**src/rtl/instr_prefetch_queue.sv**
```systemverilog
// -----------------------------------------------------------------------------
// instr_prefetch_queue
//   Instruction prefetch queue sitting between an instruction memory port and
//   the ID stage. A three-state fetch FSM (IDLE/WAIT/DRAIN) keeps at most one
//   memory read outstanding. Responses go into a DEPTH-entry FIFO that holds
//   {instruction word, fetch address + 1}. A flush (taken-branch redirect)
//   empties the FIFO, reloads the fetch PC and discards any in-flight response.
//
//   Optional feature, enabled by defining PFQ_HLT_DETECT_EN: once a word whose
//   opcode field [31:26] is all ones has been pushed, no further fetches are
//   issued until the next flush or rst.
// -----------------------------------------------------------------------------
module instr_prefetch_queue #(
    parameter int DEPTH = 4,
    parameter int AW    = 10
) (
    input  logic                   clk1,
    input  logic                   rst,
    input  logic                   halt,
    input  logic                   flush,
    input  logic [31:0]            flush_pc,
    output logic                   mem_req,
    output logic [AW-1:0]          mem_addr,
    input  logic                   mem_ack,
    input  logic [31:0]            mem_rdata,
    output logic                   out_valid,
    input  logic                   out_ready,
    output logic [31:0]            out_ir,
    output logic [31:0]            out_npc,
    output logic [$clog2(DEPTH):0] occupancy
);

    localparam int              PW      = $clog2(DEPTH);
    localparam logic [PW:0]     LP_FULL = (PW+1)'(DEPTH);

    typedef enum logic [1:0] {
        ST_IDLE,
        ST_WAIT,
        ST_DRAIN
    } state_t;

    state_t          r_state;
    logic [31:0]     r_fetch_pc;
    logic            r_mem_req;
    logic [AW-1:0]   r_mem_addr;
    logic [PW-1:0]   r_rd_ptr;
    logic [PW-1:0]   r_wr_ptr;
    logic [PW:0]     r_count;
    logic [31:0]     r_ir_mem  [DEPTH];
    logic [31:0]     r_npc_mem [DEPTH];

    logic            w_push;
    logic            w_pop;
    logic            w_issue;
    logic            w_hlt_block;

    // A response is kept only if it completes a live request (not in DRAIN)
    // and no redirect arrives in the same cycle.
    assign w_push  = !rst && (r_state == ST_WAIT) && mem_ack && !flush;
    // A flush overrides a same-cycle pop.
    assign w_pop   = !rst && (r_count != '0) && out_ready && !flush;
    // Issue is gated on the queue's current occupancy, so the single
    // outstanding response always has a free slot when it arrives.
    assign w_issue = (r_state == ST_IDLE) && !halt && !flush &&
                     (r_count < LP_FULL) && !w_hlt_block;

`ifdef PFQ_HLT_DETECT_EN
    logic r_hlt_stop;

    // Latch a "halt instruction seen" flag that stops issue until redirect.
    always_ff @(posedge clk1) begin
        if (rst) begin
            r_hlt_stop <= 1'b0;
        end else if (flush) begin
            r_hlt_stop <= 1'b0;
        end else if (w_push && (mem_rdata[31:26] == 6'b111111)) begin
            r_hlt_stop <= 1'b1;
        end
    end

    assign w_hlt_block = r_hlt_stop;
`else
    assign w_hlt_block = 1'b0;
`endif

    // Fetch FSM: issues one read at a time and tracks the fetch PC.
    // NOTE: all state here uses non-blocking assignments so every register
    // samples the pre-edge values of the others, independent of statement order.
    always_ff @(posedge clk1) begin
        if (rst) begin
            r_state    <= ST_IDLE;
            r_fetch_pc <= '0;
            r_mem_req  <= 1'b0;
            r_mem_addr <= '0;
        end else begin
            case (r_state)
                ST_IDLE: begin
                    if (flush) begin
                        r_fetch_pc <= flush_pc;
                    end else if (w_issue) begin
                        r_mem_req  <= 1'b1;
                        r_mem_addr <= r_fetch_pc[AW-1:0];
                        r_state    <= ST_WAIT;
                    end
                end
                ST_WAIT: begin
                    if (mem_ack) begin
                        // Request done either way; a coincident flush just
                        // discards the word and redirects.
                        r_mem_req  <= 1'b0;
                        r_state    <= ST_IDLE;
                        r_fetch_pc <= flush ? flush_pc : r_fetch_pc + 32'd1;
                    end else if (flush) begin
                        // The memory still owes us a response; wait it out.
                        r_fetch_pc <= flush_pc;
                        r_state    <= ST_DRAIN;
                    end
                end
                ST_DRAIN: begin
                    if (flush) begin
                        r_fetch_pc <= flush_pc;
                    end
                    if (mem_ack) begin
                        r_mem_req <= 1'b0;
                        r_state   <= ST_IDLE;
                    end
                end
                default: begin
                    r_state <= ST_IDLE;
                end
            endcase
        end
    end

    // FIFO pointers and occupancy counter; flush empties the queue.
    always_ff @(posedge clk1) begin
        if (rst || flush) begin
            r_rd_ptr <= '0;
            r_wr_ptr <= '0;
            r_count  <= '0;
        end else begin
            if (w_push) begin
                r_wr_ptr <= r_wr_ptr + PW'(1);
            end
            if (w_pop) begin
                r_rd_ptr <= r_rd_ptr + PW'(1);
            end
            case ({w_push, w_pop})
                2'b10:   r_count <= r_count + (PW+1)'(1);
                2'b01:   r_count <= r_count - (PW+1)'(1);
                default: r_count <= r_count;
            endcase
        end
    end

    // FIFO storage: instruction word and its next-PC.
    // NOTE: the storage array has no reset; validity comes solely from the
    // occupancy counter, and the outputs are forced to zero when it is empty.
    always_ff @(posedge clk1) begin
        if (w_push) begin
            r_ir_mem[r_wr_ptr]  <= mem_rdata;
            r_npc_mem[r_wr_ptr] <= r_fetch_pc + 32'd1;
        end
    end

    assign mem_req   = r_mem_req;
    assign mem_addr  = r_mem_addr;
    assign occupancy = r_count;
    assign out_valid = (r_count != '0);
    assign out_ir    = out_valid ? r_ir_mem[r_rd_ptr]  : 32'd0;
    assign out_npc   = out_valid ? r_npc_mem[r_rd_ptr] : 32'd0;

endmodule

```
**config.mk**
```make
export PLATFORM = sky130hd
export DESIGN_NAME = instr_prefetch_queue
export DESIGN_NICKNAME = d
export VERILOG_FILES = /design/src/rtl/instr_prefetch_queue.sv
export SDC_FILE = /design/constraint.sdc
export NUM_CORES = 1
export LEC_CHECK = 0
export BUFFER_PORTS_ARGS = -buffer_cell sky130_fd_sc_hd__buf_2
export CAP_MARGIN = 20
export CORE_UTILIZATION = 50
export DETAILED_ROUTE_END_ITERATION = 8
export GPL_TIMING_DRIVEN = 0
export PLACE_DENSITY_LB_ADDON = 0.1
export SLEW_MARGIN = 20
export SYNTH_ARGS = -nofsm -noshare
export SYNTH_HDL_FRONTEND = slang
export SYNTH_SLANG_ARGS = --single-unit
```
**constraint.sdc**
```tcl
create_clock -name clk1 -period 6.65 [get_ports clk1]
set_input_delay 0.665 -clock clk1 [delete_from_list [all_inputs] [get_ports clk1]]
set_output_delay 0.665 -clock clk1 [all_outputs]
set_load 0.01 [all_outputs]
```
; ---- Word level (Yosys, flattened, before mapping)
; Memories as Yosys holds them, arrays and structs flattened. A register that Yosys moved wholly into a read port is not among the register bits.
; Cells that the tools add are included.
[word_totals]
register_bits = 52
in_bits = 70
output_inout_bits = 79
mem_bits_rw = 256
n_memories = 2
[mem_list]
columns = name, depth, word_bits, read_ports, rd_clocked_by_memory_dff, write_ports, line_no
row1 = r_ir_mem, 4, 32, 1, 1, 1, 49  ; logic [31:0] r_ir_mem [DEPTH];
row2 = r_npc_mem, 4, 32, 1, 1, 1, 50  ; logic [31:0] r_npc_mem [DEPTH];
[op_classes]
bitwise = 1
n_reduce_logical = 23
n_lt_le_gt_ge = 1
addsub = 5
eq_ne = 9
n_mux = 23
[ops]
columns = operator, count
row1 = $mux W32, 5
row2 = $pmux W32 S2, 1
row3 = $add A32 B1 Y32 const B, 1
row4 = $mux W2, 9
row5 = $logic_and A1 B1 Y1, 9
row6 = $reduce_and A4 Y1, 2
row7 = $ne A2 B2 Y1 const B, 3
row8 = $pmux W2 S3, 1
row9 = $pmux W3 S2, 1
row10 = $reduce_bool A2 Y1, 3
row11 = $mux W1, 5
row12 = $add A2 B1 Y2 const B, 2
row13 = $eq A2 B1 Y1 const B, 2
row14 = $eq A2 B2 Y1 const B, 2
row15 = $reduce_or A2 Y1, 2
row16 = $add A3 B1 Y3 const B, 1
row17 = $logic_not A1 Y1, 3
row18 = $lt A3 B3 Y1 const B, 1
row19 = $ne A3 B3 Y1 const B, 1
row20 = $reduce_and A3 Y1, 1
row21 = $reduce_bool A3 Y1, 1
row22 = $sub A3 B1 Y3 const B, 1
row23 = $logic_not A2 Y1, 1
row24 = $ne A2 B1 Y1 const B, 1
row25 = other kinds (3), 3

; ---- Longest topological paths before layout
[logic_depth]
depth_word = 7
ltp_mapped = 12
mapped_depth_nobuf = 11

; ---- Worst setup path before layout
; Ideal clock, no wire load.
[synth_timing]
path_kind = input to register
start = input flush
end = memory r_ir_mem[0][0], enable pin
slack_ns = 3.196
stages = 6
setup_ns = 0.429
arrival_ns = 3.025
t_required_ns = 6.221
path_buffers = 2
path_cell_list = clkbuf_1 inv_1 nand2_1 clkbuf_1 nor2_1 and2_1
[synth_between]
elab_chain_len = 4
[synth_rtl]
columns = element, line_no
row1 = "start, declared", 20  ; input logic flush,
row2 = $logic_not A1 Y1, 59  ; assign w_push = !rst && (r_state == ST_WAIT) && mem_ack && !flush;
row3 = $logic_and A1 B1 Y1, 59
row4 = $mux W1, 160  ; if (w_push) begin
row5 = $mux W1 (implied by the code), 161  ; r_ir_mem[r_wr_ptr] <= mem_rdata;
row6 = "end, declared", 49
; No other way between the ends.

==> flow_summary.ini <==
[outcome]
outcome = complete, no violations

[worst_hold_path]
holdPathStages = 1
timing.hold.worst_endpoint = r_ir_mem[2][27]
critical_hold_path_startpoint = mem_rdata[27]
hp-class = in2reg

[global_route]
first_global_vias = 7731
grt_max_degree = 41
grt_antenna_before_repair = 0
grt_first_pass_wirelength_mm = 43.54
grt_usage_pct = 21.56
grt.overflow.total = 0

[cts]
cts.hold.buffers_added = 0
cts.sink_count = 310
numCtsBuffers = 31
clock_tree.root_cell = sky130_fd_sc_hd__clkbuf_16
post_cts.repair.setup_buffers = 0
tritoncts_clock_tree = built
worst_setup_hold_path_clk_slew_ns = 0.06
clock_latency_ns = 0.55
post_cts_repair_resize_count = 0
cts_max_path_buffers = 3
cts_htree_levels = 1

[sta]
unrepaired_setup_endpoints_after_global_routing = false
setup-violations-final = 0
post-route-period-util_pct = 52.86
timing.clock.skew_ns = 0.01202
max_clock_freq_mhz = 284.5
maxSlewViolCount = 0
finalCriticalPeriod_ns = 3.515
tns_ns = 0
finalHoldViolations = 0
timing_worst_slew_pin_value_ns = 0.8062
worst_slew_margin_relative_to_its_limit_pct = 46.25

[worst_setup_path]
setup.worst_path.end_class = output port
worstPathMaxFanout = 10
r2r_setup_slack_ns = 3.94
timing.rr.start = r_fetch_pc[0]
timing.critical_path.required_ns = 5.98
criticalPathCategory = reg2out
regToRegEndpoint = r_npc_mem[1][28]
sort_of_element_at_the_start_of_the_critical_path = register
timing.critical_path.arrival_ns = 2.85
worst-r2r-cell-count = 5

[cells_and_area]
num-nets-final = 1099
area_growth_pct = 17.37
post-route-cell-area_um2 = 15330
n_antenna_cell = 0
fraction_of_layout_instances_using_a_drive_strength_above_1_pct = 28.98

[synth]
synth_common_cells = sky130_fd_sc_hd__edfxtp_1 (256), sky130_fd_sc_hd__and2_1 (70), sky130_fd_sc_hd__mux4_2 (64)
netlist.area_leader.share_pct = 58.86
synthCells = 833
synth_edf_count = 256
synth-warning-count = 0
predominant_post_synthesis_flop_cell = sky130_fd_sc_hd__edfxtp_1
netlist-cell-type-count = 62
share_of_flip_flops_with_an_asynchronous_set_or_reset_pct = 0
synth_area_per_cell_um2 = 15.68
synth.cell_area_um2 = 13060
postSynthNetCount = 915
synth_top_cell_by_area = sky130_fd_sc_hd__edfxtp_1
synth.yosys.seq_area_share_pct = 67.14
synth-seq-cells = 310
synth.most_common_cell = sky130_fd_sc_hd__edfxtp_1
synth_top_cells_by_area = sky130_fd_sc_hd__edfxtp_1 (59%), sky130_fd_sc_hd__mux4_2 (11%), sky130_fd_sc_hd__dfxtp_1 (8.3%)

[pwr]
ir_worst_vdd_v = 0.0001680
cellPowerDensity_nw_per_um2 = 268.0
leakagePower_nw = 5.472

[floorplan]
floorplan.die_area_um2 = 26770
number_of_top_level_design_ports = 149
core_um2 = 25400
die_height_um = 163.6
floorplan.die.width_um = 163.6
row_count = 58
floorplan.initialDensity_pct = 51.42

[detailed_routing]
drt-vias-per-instance = 5.663
drt.antenna.violating_nets = 0
remaining_drc_errors = 0
route.final.wire_length_mm = 28.14
num_vias = 7769
wire_per_inst_um = 20.51
detail_route.iter0.violations = 554
dr.pass1.iters = 5

[placed_design]
place.gp.congestion = 0.8279
placement.io_buffers = 147
placedInstanceArea_um2 = 14310
dp_hpwl_mm = 18.32

[job]
maxCapViolations = 0
critical path: stages, from the launching register on:
cell	delay, ns
sky130_fd_sc_hd__dfxtp_1	0.31
sky130_fd_sc_hd__clkbuf_1	0.60
sky130_fd_sc_hd__buf_2	0.49
sky130_fd_sc_hd__mux4_2	0.57
sky130_fd_sc_hd__and2_1	0.17
sky130_fd_sc_hd__buf_2	0.13
sequential cells by signal, summed over array words and instances, names as in the netlist, named ones only:
signal,cells
r_ir_mem,128
r_npc_mem,128
r_fetch_pc,32
mem_addr,10
occupancy,3
r_rd_ptr,2
r_state,2
r_wr_ptr,2
mem_req,1
per-layer routing:
metal / global-route usage, % / wire length (µm) / vias up
li1: - / - / 3585
met4: 5.556 / 427 / 0
met5: 0 / 0 / -
met3: 4.469 / 2036 / 37
met1: 29.91 / 12180 / 3863
met2: 34.77 / 13500 / 284
cells in the final DEF (no fill, tap or decap), drive strengths merged, types with 16 or more instances in the layout:
cell type,netlist,routed
mux4,64,64
a21oi,22,22
dfxtp,54,54
and2,70,70
nand2,54,54
inv,15,16
nor2,43,43
xnor2,21,21
nand3,24,24
clkbuf,36,85
edfxtp,256,256
buf,16,167
report_power, final:
group	internal, W	total (W)	switching (W)
combinational	0.0000886	0.000233	0.000144
clock	0.00101	0.00170	0.000696
sequential	0.00214	0.00217	0.0000302
cells by family (layout without fill, tap and decap cells):
logic type / after synthesis / count (layout) / synth area share [%]
xor+xnor: 36 / 36 / 2.414
fa+ha+maj: 12 / 12 / 1.207
buf+inv: 67 / 276 / 2.060
compound gates: 95 / 95 / 5.145
flops: 310 / 310 / 67.14
mux: 66 / 66 / 11.19
simple gates: 247 / 247 / 10.85
metrics by stage:
stage               std cells  util [%]  hold WS [ns]  setup slack (ns)  power (W)
floorplan                 833         -        0.4692             3.196   0.002346
CTS                      1372     60.35        0.3037             2.954   0.004141
global route             1372     60.35        0.3022             2.924   0.004236
detailed placement       1314     56.34        0.4506             2.936   0.002443
global placement         1310     55.94        0.4435             1.368   0.002438
finish                   1372     60.35        0.3287             3.135   0.004108
how the worst max path moves through the flow:
| stage | start | to |
|---|---|---|
| after floorplan | flush | r_ir_mem[0][0] |
| after global placement | flush | r_npc_mem[3][7] |
| after detailed placement | flush | occupancy[2] |
| after CTS | register | out_npc[0] |
| after global routing | register | out_ir[28] |
| final | register | out_npc[0] |
area by class of cell:
type,instances,area (µm²)
buffer,52,212.7
clock buffer,49,944.7
clock inverter,9,72.57
fill,1997,10070
inverter,15,56.30
multi-input combinational,456,4038
sequential,310,8768
tap,330,412.9
timing repair buffer,151,823.3
Power figures use the tool's default switching activity.
